**src/rtl/avg_pkg.sv**
```systemverilog
// Shared constants and state type for the averager result collector.
package avg_pkg;

   localparam int DEPTH_DEFAULT = 120;
   localparam int BUF_SIZE      = 128;
   localparam int PTR_W         = 7;

   typedef enum logic {
      COLLECT = 1'b0,
      FULL    = 1'b1
   } state_t;

endpackage

```
**src/rtl/avg_buf_ram.sv**
```systemverilog
// 128x8 sample buffer: one write port, one synchronous read port with registered output.
module avg_buf_ram
   import avg_pkg::*;
(
   input  logic             clk,
   input  logic             reset,
   input  logic             we,
   input  logic [PTR_W-1:0] waddr,
   input  logic [7:0]       wdata,
   input  logic             re,
   input  logic [PTR_W-1:0] raddr,
   output logic [7:0]       rdata
);

   logic [7:0] mem [BUF_SIZE];

   always_ff @(posedge clk) begin
      if (we)
         mem[waddr] <= wdata;
   end

   // Output register only moves on a read, so it holds the last byte between reads.
   always_ff @(posedge clk) begin
      if (reset)
         rdata <= '0;
      else if (re)
         rdata <= mem[raddr];
   end

endmodule

```
**src/rtl/avg_collector.sv**
```systemverilog
// Captures one contiguous burst of DEPTH averager results, flags gaps/overflow, serves readback.
// Optional checksum accumulator enabled by defining AVG_COLLECT_CHECKSUM_EN.
module avg_collector
   import avg_pkg::*;
#(
   parameter int DEPTH = DEPTH_DEFAULT
)
(
   input  logic        clk,
   input  logic        reset,
   input  logic        valid_in,
   input  logic [7:0]  avg_in,
   input  logic        rd_req,
   output logic [7:0]  rd_data,
   output logic        rd_valid,
   output logic        done,
   output logic [6:0]  count,
   output logic        gap_err,
   output logic        ovf_err,
   output logic [15:0] checksum
);

   state_t           state;
   state_t           state_next;
   logic [PTR_W-1:0] wptr;
   logic [PTR_W-1:0] rptr;
   logic [PTR_W:0]   cnt;
   logic             wr_en;
   logic             rd_en;
   logic             last_write;

   assign wr_en      = (state == COLLECT) && valid_in;
   assign rd_en      = (state == FULL) && rd_req;
   assign last_write = wr_en && (cnt == (PTR_W+1)'(DEPTH - 1));

   always_ff @(posedge clk) begin
      if (reset)
         state <= COLLECT;
      else
         state <= state_next;
   end

   always_comb begin
      state_next = state;
      case (state)
         COLLECT: if (last_write) state_next = FULL;
         FULL:    state_next = FULL;
         default: state_next = COLLECT;
      endcase
   end

   // The counter carries one extra bit so DEPTH=128 is reachable; the port clamps at 127.
   always_comb begin
      done  = (state == FULL);
      count = cnt[PTR_W] ? 7'h7F : cnt[PTR_W-1:0];
   end

   always_ff @(posedge clk) begin
      if (reset) begin
         wptr <= '0;
         cnt  <= '0;
      end else if (wr_en) begin
         wptr <= wptr + 1'b1;
         cnt  <= cnt + 1'b1;
      end
   end

   always_ff @(posedge clk) begin
      if (reset)
         rptr <= '0;
      else if (rd_en)
         rptr <= (rptr == PTR_W'(DEPTH - 1)) ? '0 : rptr + 1'b1;
   end

   always_ff @(posedge clk) begin
      if (reset)
         rd_valid <= 1'b0;
      else
         rd_valid <= rd_en;
   end

   // A gap is only meaningful once the burst has started.
   always_ff @(posedge clk) begin
      if (reset) begin
         gap_err <= 1'b0;
         ovf_err <= 1'b0;
      end else begin
         if ((state == COLLECT) && !valid_in && (cnt != '0))
            gap_err <= 1'b1;
         if ((state == FULL) && valid_in)
            ovf_err <= 1'b1;
      end
   end

`ifdef AVG_COLLECT_CHECKSUM_EN
   logic [15:0] sum;

   always_ff @(posedge clk) begin
      if (reset)
         sum <= '0;
      else if (wr_en)
         sum <= sum + {8'h00, avg_in};
   end

   assign checksum = sum;
`else
   assign checksum = '0;
`endif

   avg_buf_ram u_buf (
      .clk   (clk),
      .reset (reset),
      .we    (wr_en),
      .waddr (wptr),
      .wdata (avg_in),
      .re    (rd_en),
      .raddr (rptr),
      .rdata (rd_data)
   );

endmodule

```
**config.mk**
```make
export PLATFORM = sky130hd
export DESIGN_NAME = avg_collector
export DESIGN_NICKNAME = d
export VERILOG_FILES = /design/src/rtl/avg_pkg.sv /design/src/rtl/avg_buf_ram.sv /design/src/rtl/avg_collector.sv
export SDC_FILE = /design/constraint.sdc
export NUM_CORES = 1
export LEC_CHECK = 0
export BUFFER_PORTS_ARGS = -buffer_cell sky130_fd_sc_hd__buf_2
export CORE_UTILIZATION = 40
export DETAILED_ROUTE_END_ITERATION = 7
export GPL_TIMING_DRIVEN = 0
export PLACE_DENSITY = 0.66
export SKIP_CTS_REPAIR_TIMING = 1
export SYNTH_ARGS = -nofsm -noshare
export SYNTH_HDL_FRONTEND = slang
export SYNTH_SLANG_ARGS = --single-unit
```
**constraint.sdc**
```tcl
create_clock -name clk -period 5.8 [get_ports clk]
set_clock_uncertainty 0.1 [all_clocks]
set_input_delay 0.87 -clock clk [delete_from_list [all_inputs] [get_ports clk]]
set_output_delay 0.87 -clock clk [all_outputs]
set_load 0.005 [all_outputs]
```
# Word-level counts from Yosys, hierarchy flattened
# Memory sizes are Yosys's and may differ from the RTL's. A register that Yosys moved wholly into a read port is not among the register bits.
# Cells that the tools add are included.
# Widths: inputs -> output; s select.
# word_totals
ff_bits	26
ramBits	1024
inputBits	12
out_inout_bits	35
elab_cells	28
mem_count	1
# memory_table
name	words	width	rd	rd_ports_with_merged_regs	write_ports	line_no	text
u_buf.mem	128	8	1	1	1	avg_buf_ram.sv:15	logic [7:0] mem [BUF_SIZE];
# classes
n_addsub	3
n_eq_ne	2
n_mux	6
bitwise_logic	1
reduce_logical	8
# ops
op	n
$add 7x1->7 const B	2
$mux 7	2
$add 8x1->8 const B	1
$eq 8x7->1 const B	1
$reduce_bool 8->1	1
$eq 7x7->1 const B	1
$logic_and 1x1->1	6
$mux 1	3
$pmux 1 s2	1
$logic_not 1->1	1
$not 1->1	1

# Depth between registers and ports, before layout
# depth
ltp_word	5
ltp_mapped	11

# Modules after synthesis
# From an unflattened synthesis, not the netlist that was laid out.
# unflattened
cells_unflattened	2186
area_unflattened_um2	41902.7
# modules_own_cells
module	instances	cells_per_inst	area_each_um2	seq_area_each_um2
avg_buf_ram	1	2025	40561.4	30909.6
avg_collector	1	161	1341.3	520.5

# Worst setup path before layout
# OpenSTA, ideal clock, no wires.
# synth_path
path_type	input port to flip-flop
start	input port valid_in
end	memory u_buf.mem[127][0], enable pin
arrival_time_ns	2.217
t_required_ns	5.329
slack_ns	3.113
stages	6
path_buffers	2
path_cell_list	nor2b_1 -> and2_1 -> clkbuf_1 -> nand3_1 -> clkbuf_1 -> nor2_1
# synth_via
elab_chain_cells	3
# synth_lines
item	line_no	text
start: declaration	avg_collector.sv:11	input logic valid_in,
$logic_and 1x1->1	avg_collector.sv:32	assign wr_en = (state == COLLECT) && valid_in;
$mux 1	avg_buf_ram.sv:18	if (we)
$mux 1 (not written as such)	avg_buf_ram.sv:19	mem[waddr] <= wdata;
end: declaration	avg_buf_ram.sv:15	
# Every way passes these cells.

==> impl_results.md <==
* Async set-or-reset flop fraction in the synthesized netlist at 0%
* FF-to-FF path depth at 7
* Hold Path Class: flip-flop to flip-flop
* Storage element area at 31,430 sq um
* Setup crit start kind: flip-flop
* Gr usage total at 23.71%
* WS Path Type: flip-flop to flip-flop
* Nets@finish at 2,277
* PwrDens at 328.3 nW/um^2
* Worst Hold Path EP: gap_err$_SDFFE_PP0P_
* Final worst-path cycle share at 77.72%
* Final WS setup at 1292 ps
* Final TNS setup at 0 ps
* Die Y at 324.3 microns
* Clk Tree Root Cell: clkbuf_16
* DR iter-0 viols at 3,796
* Post-synthesis sequential area ratio at 75.66%
* Synth top area cells: edfxtp_1 (74%), mux4_2 (11%), mux2i_1 (2.7%)
* Status: complete, but fails checks
* Worst Hold Launch: gap_err$_SDFFE_PP0P_
* Syn. warnings at 0
* Area Overhead vs Synth at 13.35%
* Full die area at 105,100 sq um
* Worst-path maximum fanout at 10
* Max VDD drop at 0.2438 mV
* Netlist cell types at 62
* Area of the multi-input gates at 9236 sq um
* Final WL at 124,400 microns
* Total CTS buffers at 101
* CTS tree: done
* Via/cell ratio at 6.174
* #FFs+latches synth at 1,058
* CP required at 6240 ps
* P_leak at 14.37 nW
* Vias in the first global route at 22,320
* Setup crit end kind: flip-flop
* DR DRC count at 0
* R2R Path Start: rptr[3]$_SDFFE_PP0P_
* Clock Tree Buf Depth at 3
* Core outline area at 102,300 sq um
* Global-route wire length before repair at 170,800 microns
* Number of synthesized flops with an enable pin at 1,024
* Slew Limit Fails at 10
* Reg2Reg Capture Point: u_buf.rdata[2]$_SDFFE_PP0P_
* Hold path cells at 2
* Count leader, synth: edfxtp_1
* IO Port Bufs at 29
* Top cell type by total area after synthesis: edfxtp_1
* Top layer in use: met4
* Gpl congestion at 0.9430
* Met3 wire len at 14,540 microns
* Gate count after technology mapping at 2,106
* Final number of hold-violating endpoints at 0
* Share of layout cells above drive strength 1 at 21.37%
* Site row count at 117
* Met2 routed WL at 57,090 microns
* Die Width at 324.3 microns
* Final HPWL DP at 80,130 microns
* H-tree depth at 3
* Setup violators final at 0
* Synth cell count leaders: edfxtp_1 (1,024), mux4_2 (199), nor2_1 (177)
* Slew headroom at -2.943%
* Clock latency on the worst-skew pair at 680 ps
* DRT antenna net count at 0
* Crit path arrival time at 4940 ps
* Clock Sinks at 1,058
* Initial antenna violation count at 1
* Worst R2R Setup Slack at 1290 ps
* Max Cap Viol at 1
* Failing checks: max-capacitance violations, max-slew violations
* Worst slew pin tran at 1544 ps
* Io pins at 47
* Place WS at 1585 ps
* Fin crit period at 4508 ps
* Vias at 22,920
* Synth Cell Area at 41,540 sq um
* Synth Area per Inst at 19.73 sq um
* Top FF cell, synth: edfxtp_1
* Yosys top cell area share at 74.02%
* Fmax at 0.2218 GHz
* Gr ovfl total at 0
* Initial Utilization at 40.60%
* Unrepaired setup endpoints after global routing: no
* Wire length per cell at 33.50 microns
* Largest net degree at the start of global routing at 97
* DRT met1 WL at 45,440 microns
* Filler cells at 8,474
* Clock Pin Slew Worst Setup and Hold Paths at 60 ps
* Ant diodes at 0
* First drt pass iteration count at 6
==> state kept, by name, indices dropped and copies added, names as in the netlist <==
signal / count
rd_valid: 1
cnt: 8
ovf_err: 1
u_buf.rdata: 8
u_buf.mem: 1024
rptr: 7
done: 1
gap_err: 1
wptr: 7
==> worst max-delay path: stages (launching register included) <==
cell and delay (ps):
dfxtp_1 370, buf_2 310, buf_6 270, clkbuf_1 760, clkbuf_1 1090, a221oi_1 450
nor4_1 820, a21oi_1 170
==> per-stage QoR <==
| stage | power [mW] | hold WS (ps) | cell area [sq um] | instances | utilization (%) |
|---|---|---|---|---|---|
| final | 15.46 | 375.8 | 47090 | 3712 | 46.02 |
| after detailed placement | 8.797 | 365.1 | 43700 | 3526 | 42.70 |
| after CTS | 15.46 | 381.9 | 47090 | 3712 | 46.02 |
| after floorplan | 8.615 | 346.0 | 41600 | 2121 | - |
| after global routing | 15.76 | 410.7 | 47090 | 3712 | 46.02 |
| after global placement | 8.774 | 353.3 | 43460 | 3518 | 42.47 |
==> cells in the final DEF, fill, tap and decap left out, types with 35 or more instances in the layout <==
| master | n |
|---|---|
| edfxtp_1 | 1024 |
| mux4_2 | 199 |
| nor2_1 | 177 |
| mux2i_1 | 110 |
| clkbuf_16 | 104 |
| clkbuf_1 | 55 |
| buf_2 | 54 |
| nand2_1 | 53 |
| a22oi_1 | 52 |
| a21oi_1 | 43 |
| nand3_1 | 40 |
| buf_4 | 35 |
==> kinds of logic (layout without fill, tap and decap cells) <==
| group | after synthesis | in the layout | share of synthesized area [%] |
|---|---|---|---|
| compound gates | 205 | 205 | 3.430 |
| xor+xnor | 15 | 15 | 0.3163 |
| fa+ha+maj | 4 | 4 | 0.1205 |
| buf+inv | 143 | 366 | 2.244 |
| flops | 1058 | 1058 | 75.66 |
| mux | 331 | 331 | 14.47 |
| other cells | 1 | 16 | 0.009027 |
| simple gates | 349 | 349 | 3.753 |
==> report_power, final <==
| group | internal, mW | switching, mW | total (mW) |
|---|---|---|---|
| clock network | 3.94 | 2.88 | 6.82 |
| logic | 0.0494 | 0.197 | 0.247 |
| registers | 8.39 | 0.00583 | 8.39 |
| total | 12.4 | 3.08 | 15.5 |
==> how the worst max path moves through the flow <==
stage                                  endpoint  slack [ps]                 start
floorplan           u_buf.mem[127][0]$_DFFE_PP_        3110              valid_in
global placement     u_buf.mem[63][4]$_DFFE_PP_        1600              valid_in
detailed placement  u_buf.rdata[2]$_SDFFE_PP0P_        1590  rptr[3]$_SDFFE_PP0P_
CTS                 u_buf.rdata[2]$_SDFFE_PP0P_        1570  rptr[3]$_SDFFE_PP0P_
global route        u_buf.rdata[2]$_SDFFE_PP0P_        1580  rptr[2]$_SDFFE_PP0P_
finish              u_buf.rdata[2]$_SDFFE_PP0P_        1290  rptr[3]$_SDFFE_PP0P_
==> final cells by class <==
type                       instances  area share, %
tap                             1368          3.635
multi-input combinational        920          19.61
buffer                           131          1.884
clock buffer                     124          5.750
clock inverter                    62          1.459
inverter                          12        0.09565
timing repair buffer              37         0.8184
sequential                      1058          66.74
==> routing by layer <==
metal / GRT usage (%) / vias to the layer above
met2: 36.52 / 1709
li1: - / 8921
met4: 12.86 / 0
met3: 5.392 / 305
met1: 31.33 / 11980
met5: 0.1389 / -
(Power assumes the default switching activity.)
